`src/rtl/uart_word_tx_if.sv`:
```
// uart_word_tx_if: word handshake into the uart_word_tx framer.
// The producer drives word_in/word_valid; the framer returns word_ready.
interface uart_word_tx_if #(
  parameter int unsigned WORD_BYTES = 4
);
  logic [8*WORD_BYTES-1:0] word_in;
  logic                    word_valid;
  logic                    word_ready;

  modport master (
    output word_in,
    output word_valid,
    input  word_ready
  );

  modport slave (
    input  word_in,
    input  word_valid,
    output word_ready
  );
endinterface

```
`src/rtl/uart_word_tx.sv`:
```
// uart_word_tx: sends HEADER then a word MSB-first as bytes to a uart.
// Define UART_WORD_TX_CHECKSUM_EN to append an XOR-of-payload byte.
module uart_word_tx #(
  parameter int unsigned WORD_BYTES  = 4,
  parameter logic [7:0]  HEADER      = 8'hA5,
  parameter int unsigned ACK_TIMEOUT = 16
) (
  input  logic          clk,
  input  logic          rst,
  uart_word_tx_if.slave word_if,
  input  logic          tx_busy,
  output logic          start_transmit,
  output logic [7:0]    data_to_send,
  output logic          busy,
  output logic          err
);
  localparam int unsigned W  = 8 * WORD_BYTES;
  localparam int unsigned TW = $clog2(ACK_TIMEOUT + 1);
  localparam logic [TW-1:0] TMO = TW'(ACK_TIMEOUT);
`ifdef UART_WORD_TX_CHECKSUM_EN
  localparam logic [3:0] PAY_LAST = 4'(WORD_BYTES);
  localparam logic [3:0] LAST     = 4'(WORD_BYTES + 1);
`else
  localparam logic [3:0] LAST     = 4'(WORD_BYTES);
`endif

  typedef enum logic [2:0] {
    IDLE,
    SEND,
    WAIT_HI,
    WAIT_LO,
    NEXT
  } state_t;

  state_t        state_q, state_d;
  logic [3:0]    idx_q, idx_d;
  logic [W-1:0]  sreg_q, sreg_d;
  logic [7:0]    data_q, data_d;
  logic          start_q, start_d;
  logic [TW-1:0] tmo_q, tmo_d;
  logic          err_q, err_d;
`ifdef UART_WORD_TX_CHECKSUM_EN
  logic [7:0]    csum_q, csum_d;
`endif

  assign start_transmit     = start_q;
  assign data_to_send       = data_q;
  assign err                = err_q;
  assign busy               = (state_q != IDLE);
  assign word_if.word_ready = (state_q == IDLE) && !rst;

  always_ff @(posedge clk) begin
    if (rst) begin
      state_q <= IDLE;
      idx_q   <= '0;
      sreg_q  <= '0;
      data_q  <= '0;
      start_q <= 1'b0;
      tmo_q   <= '0;
      err_q   <= 1'b0;
`ifdef UART_WORD_TX_CHECKSUM_EN
      csum_q  <= '0;
`endif
    end else begin
      state_q <= state_d;
      idx_q   <= idx_d;
      sreg_q  <= sreg_d;
      data_q  <= data_d;
      start_q <= start_d;
      tmo_q   <= tmo_d;
      err_q   <= err_d;
`ifdef UART_WORD_TX_CHECKSUM_EN
      csum_q  <= csum_d;
`endif
    end
  end

  always_comb begin
    state_d = state_q;
    idx_d   = idx_q;
    sreg_d  = sreg_q;
    data_d  = data_q;
    start_d = 1'b0;
    tmo_d   = tmo_q;
    err_d   = err_q;
`ifdef UART_WORD_TX_CHECKSUM_EN
    csum_d  = csum_q;
`endif
    unique case (state_q)
      IDLE: begin
        if (word_if.word_valid) begin
          sreg_d  = word_if.word_in;
          idx_d   = '0;
          data_d  = HEADER;
          start_d = 1'b1;
          state_d = SEND;
`ifdef UART_WORD_TX_CHECKSUM_EN
          csum_d  = '0;
`endif
        end
      end
      SEND: begin
        tmo_d   = '0;
        state_d = WAIT_HI;
      end
      WAIT_HI: begin
        // err flags as the count hits the limit; leave one cycle later
        if (tx_busy) begin
          state_d = WAIT_LO;
        end else if (tmo_q == TMO) begin
          state_d = NEXT;
        end else begin
          tmo_d = tmo_q + TW'(1);
          if (tmo_d == TMO) err_d = 1'b1;
        end
      end
      WAIT_LO: begin
        if (!tx_busy) state_d = NEXT;
      end
      NEXT: begin
        if (idx_q == LAST) begin
          state_d = IDLE;
        end else begin
          idx_d   = idx_q + 4'd1;
          start_d = 1'b1;
          state_d = SEND;
`ifdef UART_WORD_TX_CHECKSUM_EN
          if (idx_q == PAY_LAST) begin
            data_d = csum_q;
          end else begin
            data_d = sreg_q[W-1 -: 8];
            sreg_d = sreg_q << 8;
            csum_d = csum_q ^ sreg_q[W-1 -: 8];
          end
`else
          data_d = sreg_q[W-1 -: 8];
          sreg_d = sreg_q << 8;
`endif
        end
      end
      default: state_d = IDLE;
    endcase
  end
endmodule
```
`src/flat_wrapper.sv`:
```
// flat-port wrapper written by rule: the top's interface ports become plain ports
module uart_word_tx_flat 
#(
  parameter int unsigned WORD_BYTES  = 4,
  parameter logic [7:0]  HEADER      = 8'hA5,
  parameter int unsigned ACK_TIMEOUT = 16
)
  (clk, rst, tx_busy, start_transmit, data_to_send, busy, err, word_if_word_in, word_if_word_valid, word_if_word_ready);
  uart_word_tx_if #(.WORD_BYTES(WORD_BYTES)) word_if_i ();
  input  logic clk;
  input  logic rst;
  input  logic tx_busy;
  output logic start_transmit;
  output logic [7:0] data_to_send;
  output logic busy;
  output logic err;
  input wire logic [$bits(word_if_i.word_in)-1:0] word_if_word_in;
  input wire logic [$bits(word_if_i.word_valid)-1:0] word_if_word_valid;
  output wire logic [$bits(word_if_i.word_ready)-1:0] word_if_word_ready;
  assign word_if_i.word_in = word_if_word_in;
  assign word_if_i.word_valid = word_if_word_valid;
  assign word_if_word_ready = word_if_i.word_ready;
  uart_word_tx #(.WORD_BYTES(WORD_BYTES), .HEADER(HEADER), .ACK_TIMEOUT(ACK_TIMEOUT)) u_core (.clk(clk), .rst(rst), .word_if(word_if_i), .tx_busy(tx_busy), .start_transmit(start_transmit), .data_to_send(data_to_send), .busy(busy), .err(err));
endmodule
```
`config.mk`:
```
export PLATFORM = sky130hd
export DESIGN_NAME = uart_word_tx_flat
export DESIGN_NICKNAME = d
export VERILOG_FILES = /design/src/rtl/uart_word_tx_if.sv /design/src/rtl/uart_word_tx.sv /design/src/flat_wrapper.sv
export SDC_FILE = /design/constraint.sdc
export NUM_CORES = 1
export LEC_CHECK = 0
export BUFFER_PORTS_ARGS = -buffer_cell sky130_fd_sc_hd__buf_2
export CELL_PAD_IN_SITES_DETAIL_PLACEMENT = 0
export CELL_PAD_IN_SITES_GLOBAL_PLACEMENT = 2
export CORE_ASPECT_RATIO = 2
export CORE_MARGIN = 10
export CORE_UTILIZATION = 24
export DETAILED_ROUTE_END_ITERATION = 10
export PLACE_DENSITY_LB_ADDON = 0.05
export REMOVE_ABC_BUFFERS = 1
export SYNTH_ARGS = -nofsm -noshare
export SYNTH_HDL_FRONTEND = slang
export SYNTH_SLANG_ARGS = --single-unit
```
`constraint.sdc`:
```
create_clock -name clk -period 2.5 [get_ports clk]
set_input_delay 0 -clock clk [delete_from_list [all_inputs] [get_ports clk]]
set_output_delay 0 -clock clk [all_outputs]
set_load 0.005 [all_outputs]
```
==> results.cfg, run 1 <==
[worst_setup_path]
crit_required_ps = 2730
critPathBufInv = 0
critPathLaunchType = register
cp.arrival_ps = 2160
reg2reg_from = u_core.state_q[1]
ff2ff_path_depth = 4
regToRegSetupSlack_ps = 570
path_class = register to register
crit_fanout = 13
cp-end-kind = register
crit_chain = or4b_4 -> o22a_1 -> or4_1 -> a21oi_1
cpPeakStageDelay_ps = 540
r2r_end = u_core.tmo_q[3]
path_delay_family = simple AND/OR/NAND/NOR gates
cp.depth = 4
crit_slowest_cell = dfxtp_1

[clock_network]
numCtsBuffers = 5
root_buffer = clkbuf_16
cts_sinks = 54
cts_buffer_depth = 2
ctsResizeCount = 0
cts_tree = yes
htreeDepth = 2
post-cts-setup-buffer-count = 0
clkTransAtPathRegs_ps = 70
clk_latency_ps = 300

[timing]
drv_slew = 0
min_period_ps = 1930
worst_slack_ps = 572
min_period_over_period = 0.771
rsz0062_at_grt = no
finalHoldWorstSlack_ps = 59.9
setup_viol = 0
setup_tns_ps = 0
clock.fmax_mhz = 519
worst_pin_slew_ps = 399
slew_headroom = 0.734
finClkSkew_ps = 4.74
final_hold_viol_count = 0

[finish]
final_cells = 499
nets = 408
layout_common_cells = 58 x nand2_1, 54 x dfxtp_1, 47 x buf_2
utilization = 0.333
final_common_cell = nand2_1
layout-drive-gt1-share = 0.188
area_delta_synth_final_pct = 35.9
fillers = 1087
antennaDiodeCount = 0
post-route-cell-area_um2 = 3230

[logic_synthesis]
yosys.area_share.simple = 0.268
synth_warnings = 0
synth_top_family_by_area = simple AND/OR/NAND/NOR gates
synthAdderAreaFrac = 0.0263
synth_area_um2 = 2380
synth.area.mux_share = 0
ys_ff_latch = 54
ys_seq_area_frac = 0.455
yosys.cell_types.count = 38
synth.avg_cell_area_um2 = 8.05
synth_xor_area_frac = 0.00369
synth_compound_area_frac = 0.192
syn_inst = 295

[pwr]
peakVddDrop_mv = 0.294
p_int_mw = 1.54
comb_power_share = 0.213
clkPwrFrac = 0.317
power_density_nw_per_um2 = 679
power.total_mw = 2.19
swShare = 0.297
seq_power_share = 0.470
p_sw_mw = 0.651
p_leak_nw = 1.27

[drt]
drc = 0
avgViaCountPerCell = 4.59
first_pass_iters = 4
vias = 2291
drtAntennaViolNets = 0
wl_per_cell_um = 15.0
drt-total-wl_um = 7480
first_iter_violations = 109

[placed_design]
place_congestion = 0.700
dp_cells = 460
place_ws_ps = 573
hpwl_um = 5080
placed_area_um2 = 2770
portBuffers = 47

[grt]
first_global_vias = 2393
grt_pass1_wl_um = 12500
grt_start_max_net_pins = 59
grt_usage = 0.107
globalRouteOverflowTotal = 0
antenna_found_initial = 0

[die]
dieArea_um2 = 14500
initial_core_util = 0.245
die_height_um = 161
num_rows = 51
die_x_um = 90.4
ioPinCount = 48
core-area_um2 = 9700

[status]
status = finished, final reports clean

[worst_hold_path]
hold_path_end = u_core.tmo_q[4]
hp-start = tx_busy
hold_path_depth = 3
min_path_type = primary input to register

[run]
cap_violations = 0
[synth_stat cells]
cell / number / area (um2)
nand3_1: 10 / 50.1
ha_1: 5 / 62.6
o211ai_1: 1 / 7.51
o22a_1: 1 / 8.76
nor3b_1: 1 / 7.51
a221o_1: 1 / 10.0
nor3_1: 11 / 55.1
a211oi_1: 1 / 7.51
o21ai_0: 6 / 30.0
o2bb2ai_1: 1 / 8.76
a22oi_1: 8 / 60.1
a21oi_1: 12 / 60.1
a311oi_1: 24 / 210
a31oi_1: 1 / 6.26
or3_1: 3 / 18.8
nor4_1: 1 / 6.26
or3b_1: 1 / 8.76
nand4b_1: 1 / 8.76
nor4b_2: 1 / 15.0
buf_2: 9 / 45.0
nand2b_1: 2 / 12.5
a21o_1: 2 / 15.0
nand2_1: 58 / 218
a21boi_1: 1 / 7.51
and4bb_2: 1 / 12.5
nor2b_1: 2 / 12.5
nor4b_1: 1 / 8.76
o2111ai_1: 1 / 8.76
or4b_4: 1 / 13.8
nand3b_1: 1 / 7.51
xnor2_1: 1 / 8.76
nor2_1: 44 / 165
clkbuf_1: 14 / 52.6
a21boi_0: 1 / 7.51
or4_1: 2 / 15.0
o32ai_1: 1 / 8.76
inv_1: 9 / 33.8
dfxtp_1: 54 / 1080
[power groups by stage]
stage               registers (mW)  clock network [mW]  logic [mW]
floorplan                     1.04                   0       0.257
global placement              1.05                   0       0.441
detailed placement            1.05                   0       0.445
finish                        1.03               0.694       0.467
global route                  1.04               0.763       0.538
CTS                           1.03               0.729       0.484
[repair_timing]
item / in CTS / in global routing
hold endpoints to repair: 32 / 0
hold buffers: 32 / 0
setup endpoints to repair: 0 / 0
[tightest hold or removal path: stages]
cell     delay, ps
buf_2          130
or4_1          120
a21oi_1         60
[kinds of logic (layout without fill, tap and decap cells)]
family,after synthesis,count (layout)
simple gates,141,141
compound gates,62,62
flops,54,54
buf+inv,32,104
fa+ha+maj,5,5
xor+xnor,1,1
[sequential cells by signal (all words and copies together), names as in the netlist]
register               count
u_core.sreg_q             32
u_core.data_to_send        8
u_core.tmo_q               5
u_core.idx_q               4
u_core.state_q             3
u_core.err                 1
u_core.start_transmit      1
[area by class of cell]
class,instances,area (um2),area share
repair buffers,88,636,0.197
well taps,132,165,0.0511
flip-flops and latches,54,1080,0.335
inverters,9,33.8,0.0105
multi-input cells,209,1170,0.363
clock buffers,5,125,0.0387
clock inverters,2,15.0,0.00465
[layer usage]
layer | vias up | GRT usage | part of all wire
met4 | 0 | 0.0408 | 0.019
li1 | 1180 | - | -
met5 | - | 0 | 0
met3 | 9 | 0.0191 | 0.028
met1 | 1060 | 0.113 | 0.41
met2 | 42 | 0.202 | 0.54
[worst max-delay path by stage]
stage                      start                 to  slack, ps
6_report       u_core.state_q[1]    u_core.tmo_q[3]        570
5_1_grt        u_core.state_q[2]  u_core.sreg_q[17]        420
4_1_cts        u_core.state_q[1]    u_core.tmo_q[3]        550
3_5_place_dp   u_core.state_q[1]    u_core.tmo_q[3]        570
3_3_place_gp   u_core.state_q[1]    u_core.tmo_q[3]        600
2_1_floorplan  u_core.state_q[2]    u_core.idx_q[3]      -1340
No activity file was read; power rests on OpenSTA's default activity.
==> inputs of run 2 (changes only) <==
==> constraint.sdc (replaced) <==
create_clock -name clk -period 1.6 [get_ports clk]
set_input_delay 0 -clock clk [delete_from_list [all_inputs] [get_ports clk]]
set_output_delay 0 -clock clk [all_outputs]
set_load 0.005 [all_outputs]
==> results.cfg, run 2 (synthesized netlist as in run 1, its figures left out) <==
[finish]
layout_common_cells = 58 x nand2_1, 51 x dfxtp_1, 47 x buf_2
utilization = 0.371
multiInputGateArea_um2 = 1230
layout-drive-gt1-share = 0.270
largest_reg_flops = 32
largest-register = u_core.sreg_q
area_delta_synth_final_pct = 51.5
seq_area_um2 = 1080
nets = 436
final_cells = 528
fillers = 1070
post-route-cell-area_um2 = 3600
final_common_cell = nand2_1
antennaDiodeCount = 0

[timing]
finClkSkew_ps = 5.26
worst_pin_slew_ps = 311
clock.fmax_mhz = 606
worst_slack_ps = -51.2
min_period_over_period = 1.03
min_period_ps = 1650
slew_headroom = 0.790
rsz0062_at_grt = yes
final_hold_viol_count = 1
finalHoldWorstSlack_ps = -2.93
drv_slew = 0
setup_viol = 1

[pwr]
peakVddDrop_mv = 0.556
power_density_nw_per_um2 = 1020
power.total_mw = 3.67
p_leak_nw = 1.47

[drt]
avgViaCountPerCell = 4.63
drt-total-wl_um = 8070
drtAntennaViolNets = 0
first_iter_violations = 69
wl_per_cell_um = 15.3
first_pass_iters = 4
vias = 2445
drc = 0

[die]
ioPinCount = 48
initial_core_util = 0.245
dieArea_um2 = 14500
die_x_um = 90.4
num_rows = 51
core-area_um2 = 9700
die_height_um = 161

[grt]
grt_util_met2 = 0.212
grt_start_max_net_pins = 32
met3_usage = 0.0224
antenna_found_initial = 0
gr-max-usage-layer = met2
first_global_vias = 2544
met1_usage = 0.104
grt_usage = 0.107
globalRouteOverflowTotal = 0
grt_pass1_wl_um = 12600

[worst_setup_path]
cpPeakStageDelay_ps = 530
crit_required_ps = 1830
path_delay_family = simple AND/OR/NAND/NOR gates
r2r_end = u_core.tmo_q[3]
cp.depth = 4
regToRegSetupSlack_ps = -50
cp.arrival_ps = 1890
ff2ff_path_depth = 4
critPathLaunchType = register
crit_slowest_cell = or4b_4
crit_fanout = 4
cp-end-kind = register
path_class = register to register
reg2reg_from = u_core.state_q[2]
crit_chain = or4b_4 -> o22a_1 -> or4_4 -> a21oi_2
critPathBufInv = 0

[clock_network]
numCtsBuffers = 5
cts_tree = yes
cts_buffer_depth = 2
clkTransAtPathRegs_ps = 70
root_buffer = clkbuf_16
clk_latency_ps = 290
cts_sinks = 54
htreeDepth = 2

[run]
cap_violations = 0

[status]
violations = hold timing, setup timing
status = finished, violations left

[placed_design]
hpwl_um = 5520
placed_area_um2 = 2980
place_congestion = 0.720
dp_cells = 485
portBuffers = 47

[worst_hold_path]
hp-start = word_if_word_in[12]
min_path_type = primary input to register
hold_path_depth = 3
hold_path_end = u_core.sreg_q[12]
==> run 2: changes by cell type in the layout (fill, tap and decap cells not counted), sizes merged <==
cell	before	now
clkinv	0	2
buf	56	82
clkinvlp	2	0
dlygate4sd3	32	31
clkbuf	5	9
==> run 2: through the flow <==
step / setup slack, ps / setup TNS [ps]
after CTS: -46.3 / -46.3
after global routing: -123 / -803
after floorplan: -2240 / -92890
final: -51.2 / -51.2
after global placement: -12.5 / -12.5
after detailed placement: -25.7 / -41.4
==> run 2: layer usage <==
metal / up-vias / share of wire
li1: 1238 / -
met2: 45 / 0.56
met4: 0 / 0.014
met1: 1155 / 0.40
met3: 7 / 0.031
met5: - / 0
==> run 2: worst max path at each step <==
| stage | start | to |
|---|---|---|
| final | u_core.state_q[2] | u_core.tmo_q[3] |
| after floorplan | u_core.state_q[2] | u_core.idx_q[3] |
| after CTS | u_core.state_q[2] | u_core.tmo_q[3] |
| after global placement | u_core.state_q[2] | u_core.tmo_q[3] |
| after global routing | u_core.state_q[2] | u_core.tmo_q[3] |
| after detailed placement | u_core.state_q[2] | u_core.tmo_q[3] |
==> run 2: timing repair <==
action	4_1_cts	5_1_grt
gates cloned	0	3
buffers inserted	1	0
hold buffers	31	0
endpoints found under the setup margin	17	45
pin swaps	0	8
gates resized for setup	2	18
endpoints found under the hold margin	31	0
==> run 2: power by group <==
| group | total [mW] | internal [mW] | switching (mW) |
|---|---|---|---|
| clock | 1.09 | 0.582 | 0.505 |
| sequential | 1.58 | 1.51 | 0.0766 |
| combinational | 1.00 | 0.508 | 0.495 |
==> run 2: final cells by class <==
cell class,count,area share
flip-flops and latches,54,0.301
clock inverters,2,0.00382
multi-input cells,209,0.342
repair buffers,116,0.262
clock buffers,6,0.0358
inverters,9,0.00938
well taps,132,0.0459
==> run 2: worst register-to-register path: stages, from the launching register on <==
cell,delay (ps)
dfxtp_1,310
or4b_4,530
o22a_1,220
or4_4,420
a21oi_2,110
==> inputs of run 3 (changes only) <==
--- a/config.mk
+++ b/config.mk
@@ -12,6 +12,7 @@
 export CORE_MARGIN = 10
 export CORE_UTILIZATION = 24
 export DETAILED_ROUTE_END_ITERATION = 10
+export GPL_TIMING_DRIVEN = 0
 export PLACE_DENSITY_LB_ADDON = 0.05
 export REMOVE_ABC_BUFFERS = 1
 export SYNTH_ARGS = -nofsm -noshare
==> results.cfg, run 3 (synthesized netlist as in run 1, its figures left out) <==
[die]
initial_core_util = 0.245
die_height_um = 161
die_x_um = 90.4
dieArea_um2 = 14500
ioPinCount = 48
num_rows = 51
core-area_um2 = 9700

[grt]
grt_start_max_net_pins = 54
first_global_vias = 2666
grt_usage = 0.122
grt_pass1_wl_um = 14200
antenna_found_initial = 0
globalRouteOverflowTotal = 0

[finish]
fillers = 1029
largest-register = u_core.sreg_q
area_delta_synth_final_pct = 70.9
antennaDiodeCount = 0
final_common_cell = nand2_1
largest_reg_flops = 32
nets = 453
layout-drive-gt1-share = 0.383
utilization = 0.419
layout_common_cells = 56 x nand2_1, 47 x buf_2, 47 x dfxtp_1

[timing]
finClkSkew_ps = 5.44
finalHoldWorstSlack_ps = 51.2
rsz0062_at_grt = yes
drv_slew = 0
setup_viol = 29
slew_headroom = 0.237
min_period_ps = 1740
final_hold_viol_count = 0
clock.fmax_mhz = 575
worst_pin_slew_ps = 1140
min_period_over_period = 1.09
worst_slack_ps = -139

[pwr]
p_sw_mw = 1.24
clkPwrFrac = 0.289
p_leak_nw = 1.63
peakVddDrop_mv = 0.596
comb_power_share = 0.336
seq_power_share = 0.375
swShare = 0.288
power_density_nw_per_um2 = 1060
p_int_mw = 3.07

[worst_hold_path]
min_path_type = primary input to register
hold_path_depth = 3

[clock_network]
numCtsBuffers = 5
cts_buffer_depth = 2
cts_tree = yes
root_buffer = clkbuf_16
clk_latency_ps = 290
cts_sinks = 54
clkTransAtPathRegs_ps = 70
htreeDepth = 2

[status]
violations = setup timing
status = finished, violations left

[drt]
drtAntennaViolNets = 0
drc = 0
first_pass_iters = 4
drt-total-wl_um = 8790
vias = 2559
avgViaCountPerCell = 4.70
first_iter_violations = 82
wl_per_cell_um = 16.1

[worst_setup_path]
path_class = register to register
crit_fanout = 5
ff2ff_path_depth = 4
cp-end-kind = register
cp.arrival_ps = 1960
crit_required_ps = 1820
critPathLaunchType = register

[placed_design]
portBuffers = 47
place_congestion = 0.688
place_ws_ps = -789
hpwl_um = 4860

[run]
cap_violations = 0
[run 3: changes by cell type in the layout (fill, tap and decap cells not counted), moves of 3 or more]
cell     change
a22oi_1      -8
a22oi_2      +8
buf_12       +3
buf_16       +4
buf_6        +5
buf_8        +5
dfxtp_1      -4
dfxtp_4      +5
nor2_1       -7
nor2_2       +6
nor3_1       -5
nor3_2       +4
[run 3: what timing repair did]
| action | 4_1_cts | 5_1_grt |
|---|---|---|
| setup endpoints to repair | 52 | 53 |
| hold buffers | 32 | 0 |
| pin swaps | 16 | 14 |
| resized for setup | 65 | 22 |
| gates cloned | 8 | 1 |
| setup buffers | 38 | 8 |
| hold endpoints to repair | 32 | 0 |
[run 3: path summary, 6_finish.rpt]
path	start	endpoint	slack, ps
hold / removal	tx_busy	u_core.tmo_q[4]	50
setup / recovery	u_core.state_q[0]	u_core.tmo_q[3]	-140
setup reg to reg	u_core.state_q[0]	u_core.tmo_q[3]	-140
hold reg to reg	u_core.data_to_send[1]	u_core.data_to_send[1]	450
[run 3: worst max-delay path, stage by stage (launching register included)]
cell and delay (ps):
dfxtp_4 370, or4b_4 530, o22a_4 220, or4_4 420, a21oi_2 120
[run 3: stage by stage]
step / total power [mW] / area (um2) / setup TNS [ps] / std cells
after CTS: 4.38 / 3970 / -1490 / 540
after global routing: 4.57 / 4060 / -4210 / 545
final: 4.31 / 4060 / -1350 / 545
after global placement: 2.27 / 2680 / -203860 / 451
after floorplan: 2.02 / 2280 / -92890 / 272
after detailed placement: 2.32 / 2750 / -31750 / 455
[run 3: area by class of cell]
type                            instances  area, um2  area share
Clock buffer                            7        133      0.0327
Clock inverter                          1       30.0     0.00739
Inverter                                9       33.8     0.00832
Multi-Input combinational cell        209       1390       0.341
Sequential cell                        54       1100       0.271
Tap cell                              132        165      0.0407
Timing Repair Buffer                  133       1210       0.299
[run 3: per-layer routing]
metal,part of all wire,track usage,up-vias
li1,-,-,1277
met1,0.42,0.126,1238
met2,0.55,0.237,39
met3,0.023,0.0224,5
met4,0.013,0.0386,0
met5,0,0,-
[run 3: power by group through the flow]
stage | combinational [mW] | clock (mW) | sequential (mW)
6_report | 1.45 | 1.25 | 1.62
5_1_grt | 1.58 | 1.35 | 1.64
4_1_cts | 1.45 | 1.31 | 1.62
3_5_place_dp | 0.673 | 0 | 1.65
3_3_place_gp | 0.632 | 0 | 1.64
2_1_floorplan | 0.401 | 0 | 1.62
